<file path="src/rtl/bank_req_arb.sv">
// bank_req_arb / bank_req_arb_fifo
//   Per-bank request arbiter that sits in front of bank_htu. Each of the 4
//   crossbar channels has its own small FIFO. Every cycle one non-empty FIFO
//   is picked round-robin and loaded into a registered valid/ready output
//   stage.
// Ports (bank_req_arb):
//   clk_i, rst_i                  clock, synchronous active-high reset
//   ch_req_valid_i/ready_o [4]    per-channel push handshake
//   ch_req_opcode_i [8]           {ch3..ch0} x 2b
//   ch_req_addr_i [112]           {ch3..ch0} x addr[31:4]
//   ch_req_wbuffer_id_i [32]      {ch3..ch0} x 8b
//   xbar_bank_htu_*               registered request to bank_htu

// One channel FIFO. The pointers carry an extra wrap bit, so full and empty
// are told apart without a separate counter.
module bank_req_arb_fifo #(
  parameter int DEPTH = 2,
  parameter int W     = 38
) (
  input  logic         clk_i,
  input  logic         rst_i,
  input  logic         i_push,
  input  logic [W-1:0] i_data,
  input  logic         i_pop,
  output logic [W-1:0] o_data,
  output logic         o_full,
  output logic         o_empty
);
  localparam int AW = $clog2(DEPTH);

  logic [W-1:0] r_mem [DEPTH];
  logic [AW:0]  r_wp, r_rp;

  assign o_empty = (r_wp == r_rp);
  assign o_full  = (r_wp[AW] != r_rp[AW]) && (r_wp[AW-1:0] == r_rp[AW-1:0]);
  assign o_data  = r_mem[r_rp[AW-1:0]];

  always_ff @(posedge clk_i) begin
    if (rst_i) begin
      r_wp <= '0;
      r_rp <= '0;
    end else begin
      if (i_push) r_wp <= r_wp + 1'b1;
      if (i_pop)  r_rp <= r_rp + 1'b1;
    end
  end

  // Storage is not reset; the pointers alone decide what is valid.
  always_ff @(posedge clk_i) begin
    if (i_push) r_mem[r_wp[AW-1:0]] <= i_data;
  end
endmodule

module bank_req_arb #(
  parameter int FIFO_DEPTH = 2
) (
  input  logic         clk_i,
  input  logic         rst_i,
  input  logic [3:0]   ch_req_valid_i,
  output logic [3:0]   ch_req_ready_o,
  input  logic [7:0]   ch_req_opcode_i,
  input  logic [111:0] ch_req_addr_i,
  input  logic [31:0]  ch_req_wbuffer_id_i,
  output logic         xbar_bank_htu_valid_o,
  input  logic         xbar_bank_htu_ready_i,
  output logic [1:0]   xbar_bank_htu_ch_id_o,
  output logic [1:0]   xbar_bank_htu_opcode_o,
  output logic [27:0]  xbar_bank_htu_addr_o,
  output logic [7:0]   xbar_bank_htu_wbuffer_id_o
);
  localparam int NUM_LANES = 4;

  typedef struct packed {
    logic [1:0]  opcode;
    logic [27:0] addr;
    logic [7:0]  wbuffer_id;
  } req_t;

  localparam int DW = $bits(req_t);

  logic [NUM_LANES-1:0]         w_push, w_pop, w_full, w_empty, w_nempty;
  logic [NUM_LANES-1:0][DW-1:0] w_fifo_q;
  logic [1:0]                   w_win;
  logic                         w_found, w_out_free, w_load;
  req_t                         w_win_req;

  logic       r_valid;
  logic [1:0] r_ch, r_rr_last;
  req_t       r_req;

  // Ready depends only on registered FIFO state (plus reset), so a slot freed
  // by this cycle's pop is not offered until the next cycle.
  assign ch_req_ready_o = ~w_full & {NUM_LANES{~rst_i}};
  assign w_push         = ch_req_valid_i & ch_req_ready_o;
  assign w_nempty       = ~w_empty;

  for (genvar g = 0; g < NUM_LANES; g++) begin : g_lane
    req_t w_in;
    assign w_in = '{opcode:     ch_req_opcode_i[2*g +: 2],
                    addr:       ch_req_addr_i[28*g +: 28],
                    wbuffer_id: ch_req_wbuffer_id_i[8*g +: 8]};
    assign w_pop[g] = w_load && (w_win == 2'(g));

    bank_req_arb_fifo #(.DEPTH(FIFO_DEPTH), .W(DW)) u_fifo (
      .clk_i   (clk_i),
      .rst_i   (rst_i),
      .i_push  (w_push[g]),
      .i_data  (w_in),
      .i_pop   (w_pop[g]),
      .o_data  (w_fifo_q[g]),
      .o_full  (w_full[g]),
      .o_empty (w_empty[g])
    );
  end

  // Round-robin: scan rr_last+1 .. rr_last+4 (mod 4), first non-empty wins.
  always_comb begin
    w_win   = '0;
    w_found = 1'b0;
    for (int k = 1; k <= NUM_LANES; k++) begin
      if (!w_found && w_nempty[r_rr_last + 2'(k)]) begin
        w_win   = r_rr_last + 2'(k);
        w_found = 1'b1;
      end
    end
  end

  assign w_win_req  = w_fifo_q[w_win];
  assign w_out_free = !r_valid || xbar_bank_htu_ready_i;
  assign w_load     = w_out_free && w_found;

  always_ff @(posedge clk_i) begin
    if (rst_i) begin
      r_valid   <= 1'b0;
      r_ch      <= '0;
      r_req     <= '0;
      r_rr_last <= 2'd3;
    end else if (w_load) begin
      r_valid   <= 1'b1;
      r_ch      <= w_win;
      r_req     <= w_win_req;
      r_rr_last <= w_win;
    end else if (xbar_bank_htu_ready_i) begin
      r_valid   <= 1'b0;
    end
  end

  assign xbar_bank_htu_valid_o      = r_valid;
  assign xbar_bank_htu_ch_id_o      = r_ch;
  assign xbar_bank_htu_opcode_o     = r_req.opcode;
  assign xbar_bank_htu_addr_o       = r_req.addr;
  assign xbar_bank_htu_wbuffer_id_o = r_req.wbuffer_id;
endmodule

</file>
<file path="config.mk">
export PLATFORM = sky130hd
export DESIGN_NAME = bank_req_arb
export DESIGN_NICKNAME = d
export VERILOG_FILES = /design/src/rtl/bank_req_arb.sv
export SDC_FILE = /design/constraint.sdc
export NUM_CORES = 1
export LEC_CHECK = 0
export ABC_AREA = 1
export CAP_MARGIN = 20
export CORE_ASPECT_RATIO = 1.4
export CORE_MARGIN = 2
export CORE_UTILIZATION = 50
export DETAILED_ROUTE_END_ITERATION = 8
export PLACE_DENSITY = 0.74
export SLEW_MARGIN = 30
export SYNTH_ARGS = -nofsm -noshare
export SYNTH_HDL_FRONTEND = slang
export SYNTH_SLANG_ARGS = --single-unit
export TNS_END_PERCENT = 30
</file>
<file path="constraint.sdc">
create_clock -name clk_i -period 8.6 [get_ports clk_i]
set_input_delay 0.86 -clock clk_i [delete_from_list [all_inputs] [get_ports clk_i]]
set_output_delay 0.86 -clock clk_i [all_outputs]
set_load 0.01 [all_outputs]
</file>
== Word-level counts from Yosys, hierarchy flattened ==
Memories as Yosys holds them, arrays and structs flattened. A register that Yosys moved wholly into a read port is not among the register bits.
Cells that the tools add are included.
Operators by class
  $lt $le $gt $ge: 5
  eq/ne operators: 15
  bitwise operators: 5
  reduce and logical (&&, ||, !) cells: 19
  add/subtract/negate cells: 11
  muxes and demuxes: 36
Operators by type and width (count)
  $bmux W38 S2: 1
  $mux W38: 1
  $mux W1: 26
  $add A2 B1 Y2 const B: 9
  $lt A2 B3 Y1 const B: 5
  $logic_and A1 B1 Y1: 12
  $and A4 B4 Y4: 2
  $bmux W1 S2: 4
  $eq A2 B2 Y1: 4
  $mux W2: 4
  $not A4 Y4: 2
  $add A2 B2 Y2 const B: 2
  $eq A1 B1 Y1: 4
  $eq A2 B2 Y1 const B: 2
  $logic_not A1 Y1: 4
  $ne A1 B1 Y1: 4
  $eq A2 B1 Y1 const B: 1
  $logic_not A2 Y1: 1
  $reduce_bool A2 Y1: 1
  $logic_or A1 B1 Y1: 1
  $not A1 Y1: 1
Storage, ports and cells
  memories kept: 4
  logic and storage cells: 109
  RAM bits: 304
  bits in registers: 59
  output and inout port bits: 45
Memory list
  g_lane[0].u_fifo.r_mem: words 2, width 38, rd ports 1, clocked after Yosys merged registers in 1, wr ports 1, RTL line 31  | logic [W-1:0] r_mem [DEPTH];
  g_lane[1].u_fifo.r_mem: words 2, width 38, rd ports 1, clocked after Yosys merged registers in 1, wr ports 1, RTL line 31
  g_lane[2].u_fifo.r_mem: words 2, width 38, rd ports 1, clocked after Yosys merged registers in 1, wr ports 1, RTL line 31
  g_lane[3].u_fifo.r_mem: words 2, width 38, rd ports 1, clocked after Yosys merged registers in 1, wr ports 1, RTL line 31

== Depth between registers and ports, before layout ==
Gate-level depths: netlist of the first run.
  depth after elaboration: 18
  gate-level depth with buffers: 17

== By module ==
A second synthesis of the first run with hierarchy kept.
Second synthesis, totals
  cell total of the unflattened synthesis: 1702
  area, all modules: 16203.0 µm²
By module, submodules not included
  bank_req_arb_fifo: seq. area each 2382.3 µm², area each 3070.4 µm², cells each 238, instances 4
  bank_req_arb: seq. area each 860.8 µm², area each 3921.3 µm², cells each 750, instances 1

== Worst setup path after synthesis of the first run ==
No wires, ideal clock.
  kind: input port to flip-flop
  start: input rst_i
  end: register g_lane[1].u_fifo.r_wp[1]
  path slack: 4.906 ns
  data required time: 8.479 ns
  library setup time: 0.121 ns
  cell stages on the path: 7
  arrival: 3.573 ns
  buffers on the path: 1
  cells stage by stage: clkbuf_1 > a31oi_1 > nand2_1 > nor2_1 > inv_1 > o21ai_0 > a21oi_1
On the way
  longest elaborated chain between the ends: 3
Ends and longest elaborated chain
  start, declared: RTL line 58  | input logic rst_i,
  $not A1 Y1: RTL line 93  | assign ch_req_ready_o = ~w_full & {NUM_LANES{~rst_i}};
  $and A4 B4 Y4: RTL line 93
  named net ch_req_ready_o[1]: RTL line 60  | output logic [3:0] ch_req_ready_o,
  $and A4 B4 Y4: RTL line 94  | assign w_push = ch_req_valid_i & ch_req_ready_o;
  end signal, assigned: RTL line 43  | if (i_push) r_wp <= r_wp + 1'b1;
  end, declared: RTL line 32  | logic [AW:0] r_wp, r_rp;
The timed path passes the listed nets, and every way through them passes these cells.
A chain may end at the register's enable or synchronous reset.

==> results of run 1 <==
-- metal layers --
metal  up-vias  wire length, um
li1       4714                -
met3        76             2200
met2       354            17600
met1      4767            14200
met5         -                0
met4         0             1520
-- registers in the layout, summed over array words and instances (netlist names), named ones only --
register                    flops
xbar_bank_htu_valid_o           1
g_lane.u_fifo.r_wp              8
r_rr_last                       2
xbar_bank_htu_ch_id_o           2
xbar_bank_htu_opcode_o          2
xbar_bank_htu_addr_o           28
g_lane.u_fifo.r_rp              8
g_lane.u_fifo.r_mem           304
xbar_bank_htu_wbuffer_id_o      8
-- synth_stat cells, drive strengths merged --
library cell	instances	area share
a21boi	1	0.00049
a21oi	22	0.0077
a31oi	3	0.0012
buf	37	0.014
clkbuf	27	0.0066
dfxtp	63	0.083
edfxtp	304	0.60
inv	68	0.017
mux2	152	0.11
nand2	333	0.083
nand3	137	0.046
nand4	2	0.00082
nor2	93	0.023
o211ai	2	0.00098
o21a	1	0.00049
o21ai	6	0.0022
xnor2	2	0.0016
xor2	4	0.0023
-- kinds of logic after synthesis --
| kind of cell | Yosys count |
|---|---|
| simple gates | 565 |
| flops | 367 |
| mux | 152 |
| buf+inv | 132 |
| compound gates | 35 |
| xor+xnor | 6 |
-- worst max path at each step --
stage | start | to | slack, ns | cells past startpoint
6_report | g_lane[2].u_fifo.r_wp[0]$_SDFFE_PP0P_ | register | 4.56 | 16
5_1_grt | g_lane[2].u_fifo.r_wp[0]$_SDFFE_PP0P_ | register | 4.22 | 16
4_1_cts | g_lane[3].u_fifo.r_wp[0]$_SDFFE_PP0P_ | register | 4.59 | 16
3_5_place_dp | g_lane[3].u_fifo.r_wp[0]$_SDFFE_PP0P_ | register | 4.62 | 16
3_3_place_gp | g_lane[3].u_fifo.r_wp[0]$_SDFFE_PP0P_ | register | 4.80 | 16
2_1_floorplan | rst_i | g_lane[1].u_fifo.r_wp[1]$_SDFFE_PP0P_ | 4.91 | 7
-- cell type report --
type,instances,area [sq um]
Tap cell,385,482
Fill cell,2340,11100
Multi-Input combinational cell,758,4370
Clock inverter,13,135
Timing Repair Buffer,218,2310
Inverter,68,255
Antenna cell,1,2.50
Clock buffer,49,971
Sequential cell,367,10400
-- critical path, delay by kind of cell (launching register included) --
kind / cells / cell delay (ns)
AO/OA/AOI/OAI: 1 / 0.07
buffers and inverters: 3 / 1.31
flip-flops: 1 / 0.35
AND/OR/NAND/NOR: 12 / 2.06
-- power groups by stage --
stage	clock, uW	combinational, uW	sequential (uW)
2_1_floorplan	0	2270	2270
3_3_place_gp	0	2960	2360
3_5_place_dp	0	3080	2360
4_1_cts	1520	3100	2330
5_1_grt	1600	3470	2340
6_report	1500	3110	2320
-- per-stage QoR --
step	instance area [sq um]	setup WS (ns)	power (uW)
2_1_floorplan	15300	4.91	4540
3_3_place_gp	17600	4.80	5320
3_5_place_dp	17800	4.62	5440
4_1_cts	18900	4.59	6950
5_1_grt	18900	4.22	7410
6_report	18900	4.56	6930
==> impl_summary.md, run 1 <==
Status
The run finished with clean final reports.

Floorplanning
The floorplan step set the die height to 211 um. Measured along the x axis, the die boundary spans roughly 150 um. The placement row count is 75. The die footprint is 32000 sq um. The initial core utilization is 0.508. The core area is between 30000 and 40000 sq um. 204 I/O pins were placed.

Power
For this design the total switching power over the nets is 2830 uW. The largest vdd supply drop is between 0.0002 and 0.00025 V. Of the total power, registers draw 0.335. For this design the ratio of total power to cell area is about 370 nW/um^2. The share of total power dissipated in the clock network is 0.216.

The share of total power dissipated in combinational logic is 0.449. The internal portion of the total power is 4100 uW. In this run the static leakage power is between 0.007 and 0.008 uW. The net switching fraction of the power is 0.408.

Yosys
The number of different library cells in the post-synthesis netlist is 29. The average instance in the mapped netlist occupies about 12 sq um. Of the total synthesized cell area, the portion taken by XOR and XNOR cells is 0.00393. The post-synthesis compound-gate area fraction is 0.0131. Of the total synthesized cell area, the portion taken by AND, OR, NAND and NOR gates is 0.153.

For this run, the register share of the synthesized area comes to 0.681. The synthesized netlist net count is between 1k and 1.5k. The total of warnings raised by yosys is 0. After synthesis, the share of cell area in mux cells is 0.112.

Of the total synthesized cell area, the portion taken by full adders, half adders and majority gates is 0. Summing every instance area after synthesis gives about 15000 sq um. The cell count after synthesis came out at 1257. Synthesis inferred roughly 370 register bits. After synthesis, the largest family of logic cells by area is simple AND/OR/NAND/NOR gates.

Global route
The met2 capacity usage during global routing is 0.371. For this run, the total global-route usage over all layers was measured as 0.222. The via count of the first global-routing pass is ~10k. The pin count of the biggest net entering global routing is 84. For met3 alone, demand over resource in global routing was 0.0302. The global-route layer with the greatest usage is met2. The number of antenna violations at the first check in global routing is 1.

The total congestion overflow after global routing is 0. The first global-routing pass estimated about 54000 um of wire. For met1 alone, demand over resource in global routing was 0.290.

Drt
The average vias per placed instance is 5.33. The final route contains around 9.9k vias. After detailed routing, the number of remaining DRC violations is 0. The first TritonRoute pass finished after 5 iterations. Once detail routing completed, the nets flagged for antenna violations numbered 0. The final wirelength is ~36000 um. The mean routed wirelength per cell is 19.1 um. In this run, the number of DRC markers left after iteration 0 of detailed routing was roughly 670.

Worst setup path
The worst register-to-register path has a setup slack of approximately 4.6 ns. The worst register-to-register path has a depth of 16. The required time of the critical path is 8.96 ns. STA classifies the critical path startpoint as a register. The worst setup path is captured at a register. The delay of the slowest critical-path stage is between 0.6 and 0.7 ns. Walking the worst path, the cells encountered are inv_1, nand2_1, nand2_1, nand3_1, nand3_1, nand2_2, nor2_2, nand3_2, nand2_2, buf_4, nand2_2, buf_4, nor2_2, nand2_1, nand2_1, a21oi_1. The slowest stage of the critical path is the sky130_fd_sc_hd__buf_4 cell.

The largest driver fanout on the critical path is 77. The startpoint identified for the worst register-to-register timing path is g_lane[2].u_fifo.r_wp[0]$_SDFFE_PP0P_. The data arrival at the endpoint of the critical path is 4.41 ns. The most numerous cell type found on the critical path is sky130_fd_sc_hd__nand2_1. The critical path is of the register to register type.

Layout
The final net count is between 1.5k and 2k. In the layout the commonest cells are sky130_fd_sc_hd__nand2_1 (328), sky130_fd_sc_hd__edfxtp_1 (304), sky130_fd_sc_hd__clkdlybuf4s50_1 (202), sky130_fd_sc_hd__mux2_2 (152), sky130_fd_sc_hd__nand3_1 (135). The leading cell type in the layout, fill and taps excluded is sky130_fd_sc_hd__nand2_1. Of the cells placed in the final design, the portion with a size suffix greater than 1 is 0.164. The area overhead of the layout relative to synthesis is 24.0%. Once layout is complete, the cells apart from fillers number between 1.5k and 2k.

Once layout is complete, the utilization of the core stands at 0.630.

Clocking
The quantity of gates resized following cts is 0. The count of hold buffers inserted by post-cts repair is 0. TritonCTS built the clock tree. Buffers inserted during clock tree synthesis total 36.

The clock tree root driver cell is sky130_fd_sc_hd__clkbuf_16. The source-to-sink clock delay at the later pin of the worst-skew pair is roughly 0.52 ns. The H-tree generated during clock tree synthesis spans 2 levels. After clock tree synthesis, the clock-pin slew on the worst setup and hold paths is around 0.06 ns. The clock passes through at most 3 buffers.

The buffer count from post-CTS setup fixing is 0. CTS saw about 370 sinks.

Timing
Across the routed clock network, the largest skew measured is roughly 0.012 ns. The final hold violation count was 0. The number of max-slew violations in the final report was 0. At the pin with the least slew margin, the transition time is 0.942 ns.

The worst-case hold slack is between 0.4 and 0.5 ns. Derived from the worst setup path, the maximum achievable clock frequency is 247 MHz. The shortest clock period the worst path allows after layout is a little over 4 ns. The aggregate negative setup slack is 0 ns.

Setup repair after global routing left no endpoint under its margin. Setup violations remaining at the end of the flow were counted as 0. Of the available clock period, the critical path in the final layout requires 0.470.

Headroom to the max-slew limit came out at 0.372.

Worst hold path
The worst min-delay path category is register to register. The worst hold path begins at xbar_bank_htu_ch_id_o[0]$_SDFFE_PP0P_. The path with the worst hold slack has its endpoint at xbar_bank_htu_ch_id_o[0]$_SDFFE_PP0P_. The cell depth of the worst hold path is 2.

Place
Counting tap cells, the placed design contains a total of 1796 instances. The final estimated routing congestion in global placement is 0.895. The HPWL reported at the end of detailed placement is between 20000 and 25000 um. The quantity of I/O buffers inserted on ports is 203.

Run
The max capacitance violation total is 0.
(Power assumes the default switching activity.)
==> run 2: changes to the inputs <==
==> constraint.sdc (replaced) <==
create_clock -name clk_i -period 4.1 [get_ports clk_i]
set_input_delay 0.41 -clock clk_i [delete_from_list [all_inputs] [get_ports clk_i]]
set_output_delay 0.41 -clock clk_i [all_outputs]
set_load 0.01 [all_outputs]
==> run 2 against run 1 <==
Clock-buffer cell count down 3. First-iteration DRC count up 4.2%. Final cell count up 0.27%. Sequential share of layout area up 0.28 points. Critical path depth down 2. Largest power group unchanged. Worst setup slack worse by 3.4 ns. Combinational power up 110%. Flip-flop and latch count unchanged. Largest cell class unchanged. Utilization down 0.32 points.
==> impl_summary.md, run 2 (synthesis results as in run 1) <==
Status
The run finished with clean final reports.

Timing
The worst relative slew slack is 0.371 (-0.00109). Setup repair after global routing left no endpoint under its margin. The final critical-path setup slack was 1.18 ns (-3.38 ns).

The number of max-slew violations in the final report is 0 (unchanged). The worst-case hold slack is 0.408 ns (-0.0566 ns). The maximum clock rate is 342 MHz (+38%). The final period utilization was 0.712 (+0.242).

The final hold violation count is 0 (unchanged). The aggregate negative setup slack is 0 ns (unchanged). The total of endpoints with negative setup slack in the final report is 0 (unchanged).

The shortest clock period the worst path allows after layout came to 2.92 ns (-1.12 ns). The worst-margin pin slew was 0.943 ns (+0.00164 ns). The worst clock skew on the final layout is 0.0117 ns (-0.000540 ns).

Global route
The total congestion overflow after global routing is 0 (unchanged). The total routing usage reported by global routing is 0.222 (about the same). The global-route wire length before repair is 53700 um (-0.56%). The pin count of the biggest net entering global routing is 77 (-8.3%). The via count of the first global-routing pass is 9979 (-0.45%). The number of antenna violations at the first check in global routing was 2 (+1).

Drt
The mean routed wirelength per cell is 18.9 um (-1.1%). The number of nets with antenna violations after detailed routing is 0 (unchanged). The post-route DRC violation count is 0 (unchanged). The average vias per placed instance came to 5.31 (-0.44%). The iteration-0 DRC count of the detailed router is 700 (+4.2%). The final wirelength is 35300 um (-0.79%). The total via count in the routed design was 9894 (-0.17%).

The count of TritonRoute iterations in the first routing pass came to 5 (unchanged).

Floorplanning
The core area came to 30000 sq um (unchanged). The die width came to 152 um (unchanged). The die footprint is 32000 sq um (unchanged). The I/O pin count is 204 (unchanged). The initial core utilization came to 0.508 (unchanged).

The placement row count is 75 (unchanged). The y dimension of the die is 211 um (unchanged).

Layout
The library cells used most frequently in the layout, excluding fill and tap cells, are sky130_fd_sc_hd__nand2_1 (328), sky130_fd_sc_hd__edfxtp_1 (304), sky130_fd_sc_hd__clkdlybuf4s50_1 (202), sky130_fd_sc_hd__mux2_2 (152), sky130_fd_sc_hd__nand3_1 (135). The fraction of the core area covered by cells at the end of the flow came to 0.627 (-0.00321). Relative to the synthesized area, the layout overhead comes to 23.4%.

The post-route non-filler standard cell count is 1864 (+0.27%). The fraction of layout instances using a drive strength above 1 is 0.171 (+0.00700). The library cell used most frequently in the layout, excluding fill and tap cells, is sky130_fd_sc_hd__nand2_1. The number of flip-flops under the largest register name is 304 (unchanged). The final net count came to 1611 (+0.19%).

Power
The net switching fraction of the power was 0.409 (+0.000868). The internal portion of total power was 8560 uW (+110%). The largest vdd supply drop was 0.000645 V (+190%). The total power per unit cell area is 770 nW/um^2 (+110%). The clock share of power was 0.217 (about the same). The net switching component of the power is 5930 uW (+110%). The part of the total power dissipated in combinational logic is 0.448 (about the same). The share of power burned in registers is 0.335 (about the same). The cell leakage power was 0.00722 uW (-0.23%).

Clocking
The register clock-pin slew on the reported worst setup and hold paths is 0.07 ns (about the same). The maximum level of the CTS H-tree was 2 (unchanged). The buffer count from post-CTS setup fixing is 0 (unchanged). TritonCTS built the clock tree. The number of buffers on the longest clock path is 3 (unchanged). The quantity of gates resized following cts was 0 (unchanged).

The clock tree root driver cell is sky130_fd_sc_hd__clkbuf_16. The count of hold buffers inserted by post-cts repair is 0 (unchanged). The source-to-sink clock delay at the later pin of the worst-skew pair is 0.53 ns (about the same). The number of CTS-inserted buffers is 34 (-5.6%).

The total clock sinks is 367 (unchanged).

Place
The final estimated routing congestion in global placement came to 0.901 (+0.70%). The quantity of I/O buffers inserted on ports is 203 (unchanged). The total instance count after detailed placement came to 1801 (+0.28%).

The placement-stage worst setup slack is 1.18 ns (-3.43 ns). The HPWL reported at the end of detailed placement is 24000 um (+0.51%).

Worst setup path
The delay of the slowest critical-path stage is 0.63 ns (-0.04 ns). The critical path goes through inv_1, nand2_1, nand2_1, nand3_1, nand3_1, nand2_2, nor2_2, nand3_2, nor2_1, inv_1, nand2_2, nand3_1, nor2_1, nor2_1. The critical path class is register to register. The number of buffer and inverter stages on the critical path is 2 (-1). The slowest stage of the critical path is the sky130_fd_sc_hd__nand2_2 cell. The data arrival at the endpoint of the critical path is 3.33 ns (-1.08 ns). The endpoint kind of the worst setup timing path is a register.

The required time of the critical path is 4.51 ns (-4.45 ns). The cell family contributing the most delay on the critical path is simple AND/OR/NAND/NOR gates. The largest driver fanout on the critical path is 44 (-43%). STA classifies the critical path startpoint as a register.

Worst hold path
The worst min-delay path category is input pin to register.

Run
The max capacitance violation total is 0 (unchanged).
-- run 2: cell types whose count changed in the layout (fill, tap and decap cells not counted), moves of 2 or more --
cell                         delta
sky130_fd_sc_hd__buf_16         -7
sky130_fd_sc_hd__buf_4         +13
sky130_fd_sc_hd__clkbuf_1       -6
sky130_fd_sc_hd__clkbuf_8       +3
sky130_fd_sc_hd__clkinvlp_4     +2
-- run 2: stage by stage --
| stage | instance area [sq um] | power, uW |
|---|---|---|
| global route | 18800 | 15500 |
| finish | 18800 | 14500 |
| floorplan | 15300 | 9510 |
| detailed placement | 17700 | 11400 |
| CTS | 18800 | 14500 |
| global placement | 17700 | 11300 |
-- run 2: power groups by stage --
stage | Clock [uW] | Sequential (uW) | Combinational, uW
detailed placement | 0 | 4940 | 6450
CTS | 3200 | 4870 | 6480
finish | 3150 | 4860 | 6490
global placement | 0 | 4930 | 6350
global route | 3340 | 4910 | 7300
floorplan | 0 | 4750 | 4760
-- run 2: routing by layer --
metal  GRT usage  vias to the layer above  share of wire
met1       0.294                     4757           0.41
met2       0.366                      337           0.49
met3      0.0326                       75          0.059
met4      0.0920                        0          0.040
li1            -                     4725              -
met5           0                        -              0
-- run 2: final cells by class --
| class | count | area [sq um] |
|---|---|---|
| Inverter | 68 | 255 |
| Timing Repair Buffer | 223 | 2200 |
| Fill cell | 2366 | 11200 |
| Sequential cell | 367 | 10400 |
| Antenna cell | 2 | 5.00 |
| Clock inverter | 15 | 128 |
| Multi-Input combinational cell | 758 | 4370 |
| Clock buffer | 46 | 990 |
| Tap cell | 385 | 482 |
-- run 2: final timing paths --
| kind | from | end | slack [ns] | cells after the start |
|---|---|---|---|---|
| worst min-delay path | rst_i | g_lane[3].u_fifo.r_rp[0]$_SDFFE_PP0P_ | 0.41 | 2 |
| worst min register to register | xbar_bank_htu_ch_id_o[0]$_SDFFE_PP0P_ | xbar_bank_htu_ch_id_o[0]$_SDFFE_PP0P_ | 0.50 | 2 |
| worst max-delay path | g_lane[2].u_fifo.r_wp[0]$_SDFFE_PP0P_ | g_lane[2].u_fifo.r_rp[0]$_SDFFE_PP0P_ | 1.18 | 14 |
| worst max register to register | g_lane[2].u_fifo.r_wp[0]$_SDFFE_PP0P_ | g_lane[2].u_fifo.r_rp[0]$_SDFFE_PP0P_ | 1.18 | 14 |
==> run 3: changes to the inputs <==
==> constraint.sdc (replaced) <==
create_clock -name clk_i -period 2.86 [get_ports clk_i]
set_input_delay 0.286 -clock clk_i [delete_from_list [all_inputs] [get_ports clk_i]]
set_output_delay 0.286 -clock clk_i [all_outputs]
set_load 0.01 [all_outputs]
==> run 3 against run 2 <==
Sequential power increased by 39%. Clock power increased by 43%. Non-clock buffer count increased by 3. Flip-flop and latch count unchanged. Largest power group unchanged. First-iteration DRC count decreased by 0.29%. Combinational power increased by 53%. Clock-buffer cell count increased by 3.
==> impl_summary.md, run 3 (synthesis results as in run 1) <==
Floorplanning
The y dimension of the die is 211 um (unchanged). The die width was 152 um (unchanged). The I/O pin count is 204 (unchanged).

The initial core utilization is 0.508 (unchanged). The die footprint came to 32000 sq um (unchanged). The core area came to 30000 sq um (unchanged). The placement row count came to 75 (unchanged).

Global route
The number of antenna violations at the first check in global routing is 1 (-1). The global-route wire length before repair was 53400 um (-0.61%). The total routing usage reported by global routing is 0.219 (-0.00224).

The total congestion overflow after global routing was 0 (unchanged). The via count of the first global-routing pass was 9859 (-1.2%). The pin count of the biggest net entering global routing is 77 (unchanged).

Clocking
The register clock-pin slew on the reported worst setup and hold paths is 0.07 ns (about the same). The CTS tree is built. The quantity of gates resized following cts is 0 (unchanged).

The buffer count from post-CTS setup fixing is 0 (unchanged). The cell sitting at the root of the clock tree is a sky130_fd_sc_hd__clkbuf_16. The number of CTS-inserted buffers was 35 (+2.9%). The total clock sinks is 367 (unchanged). The count of hold buffers inserted by post-cts repair was 0 (unchanged). The number of buffers on the longest clock path is 3 (unchanged). The maximum level of the CTS H-tree came to 2 (unchanged). The source-to-sink clock delay at the later pin of the worst-skew pair is 0.53 ns (about the same).

Power
The final total power is 21200 uW (+46%). The largest vdd supply drop is 0.000923 V (+43%). The cell leakage power is 0.00728 uW (+0.76%). The total power per unit cell area came to 1120 nW/um^2 (+45%).

Worst hold path
The critical hold path startpoint is rst_i. The worst min-delay path category is input pin to register.

Worst setup path
The worst setup path is launched from a register. In this run the worst setup path begins at g_lane[3].u_fifo.r_wp[0]$_SDFFE_PP0P_. The number of buffer and inverter stages on the critical path was 4 (+2). The required time of the critical path is 3.27 ns (-1.24 ns).

The delay of the slowest critical-path stage is 0.35 ns (-0.28 ns). The cell family contributing the most delay on the critical path is simple AND/OR/NAND/NOR gates. The worst setup path is of the register to register kind. The data arrival at the endpoint of the critical path is 2.98 ns (-0.35 ns). The largest driver fanout on the critical path is 63 (+43%). The worst setup path is captured at a register. Among the stages of the critical path, the cell type that occurs most often is sky130_fd_sc_hd__nand2_1. The critical path goes through inv_1, nand2_1, nand2_1, nand3_1, nand3_1, nand2_2, nor2_2, nand2_1, o21ai_2, inv_2, buf_12, nor2_1, nor2_1, nand2_1, inv_1. The startpoint of the most critical register-to-register path is g_lane[3].u_fifo.r_wp[0]$_SDFFE_PP0P_. The cell type of the slowest stage on the worst timing path is sky130_fd_sc_hd__dfxtp_1.

Layout
In the layout the commonest cells are sky130_fd_sc_hd__nand2_1 (328), sky130_fd_sc_hd__edfxtp_1 (304), sky130_fd_sc_hd__clkdlybuf4s50_1 (202), sky130_fd_sc_hd__mux2_2 (152), sky130_fd_sc_hd__nand3_1 (135). From synthesis to final layout, the design area changed by 24.4%. The number of flip-flops under the largest register name is 304 (unchanged). The final net count is 1615 (+0.25%).

The fraction of layout instances using a drive strength above 1 was 0.168 (-0.00316). The post-route non-filler standard cell count is 1867 (+0.16%). The leading cell type in the layout, fill and taps excluded is sky130_fd_sc_hd__nand2_1.

Drt
The mean routed wirelength per cell is 18.8 um (-0.58%). The final wirelength is 35100 um (-0.42%). The count of TritonRoute iterations in the first routing pass is 4 (-1). The post-route DRC violation count came to 0 (unchanged). The iteration-0 DRC count of the detailed router is 698 (-0.29%). The average vias per placed instance is 5.28 (-0.48%). The number of nets with antenna violations after detailed routing was 0 (unchanged).

The total via count in the routed design was 9862 (-0.32%).

Timing
The final period utilization is 0.896 (+0.184). The worst clock skew on the final layout is 0.0196 ns (+0.00786 ns). The aggregate negative setup slack came to 0 ns (unchanged). The maximum clock rate is 390 MHz (+14%). The total of endpoints with negative setup slack in the final report came to 0 (unchanged). The number of max-slew violations in the final report is 0 (unchanged).

The worst relative slew slack was 0.691 (+0.319). The worst-margin pin slew was 0.464 ns (-0.480 ns). The final hold violation count is 0 (unchanged). Setup repair after global routing left no endpoint under its margin. The shortest clock period the worst path allows after layout is 2.56 ns (-0.357 ns).

Place
The HPWL reported at the end of detailed placement is 23300 um (-2.9%). The quantity of I/O buffers inserted on ports is 203 (unchanged). The final estimated routing congestion in global placement was 0.846 (-6.1%). The total instance count after detailed placement is 1804 (+0.17%).

Run
The max capacitance violation total was 0 (unchanged).

Status
The run finished with clean final reports.
## run 3: cell types whose count changed in the layout (fill, tap and decap cells not counted), moves of 2 or more
cell	before	now
sky130_fd_sc_hd__buf_4	19	9
sky130_fd_sc_hd__clkinv_1	5	7
sky130_fd_sc_hd__clkinvlp_4	3	1
sky130_fd_sc_hd__buf_12	0	14
sky130_fd_sc_hd__dfxtp_4	4	0
sky130_fd_sc_hd__clkinv_2	4	2
sky130_fd_sc_hd__clkbuf_8	3	0
sky130_fd_sc_hd__clkbuf_1	6	12
sky130_fd_sc_hd__dfxtp_2	0	4
## run 3: final timing paths
path / end / slack, ns / cells past startpoint
setup / recovery: xbar_bank_htu_addr_o[19]$_SDFFE_PP0P_ / 0.30 / 15
hold / removal: xbar_bank_htu_ch_id_o[1]$_SDFFE_PP0P_ / 0.21 / 2
setup reg to reg: xbar_bank_htu_addr_o[19]$_SDFFE_PP0P_ / 0.30 / 15
hold reg to reg: xbar_bank_htu_ch_id_o[1]$_SDFFE_PP0P_ / 0.47 / 2
## run 3: report_power, final
| part | total (uW) | switching, uW | internal, uW |
|---|---|---|---|
| clock network | 4510 | 1870 | 2640 |
| registers | 6750 | 350 | 6400 |
| logic | 9930 | 6330 | 3600 |
| total | 21200 | 8550 | 12600 |
## run 3: cell type report
class	count	area, sq um
Antenna cell	1	2.50
Clock buffer	49	971
Clock inverter	13	134
Fill cell	2309	11000
Inverter	68	255
Multi-Input combinational cell	758	4370
Sequential cell	367	10400
Tap cell	385	482
Timing Repair Buffer	226	2370
## run 3: layer usage
| metal | global-route usage | up-vias | wire [um] |
|---|---|---|---|
| met3 | 0.0320 | 77 | 2180 |
| met1 | 0.291 | 4720 | 14700 |
| met2 | 0.359 | 335 | 16900 |
| met4 | 0.0961 | 0 | 1340 |
| li1 | - | 4730 | - |
| met5 | 0 | - | 0 |
## run 3: stage by stage
stage | util | hold slack, ns | area [sq um] | worst slack (ns)
floorplan | - | 0.385 | 15300 | -0.183
global placement | 0.595 | 0.458 | 17900 | 0.511
detailed placement | 0.595 | 0.460 | 17900 | 0.394
CTS | 0.632 | 0.189 | 19000 | 0.339
global route | 0.632 | 0.232 | 19000 | 0.0882
finish | 0.632 | 0.206 | 19000 | 0.297
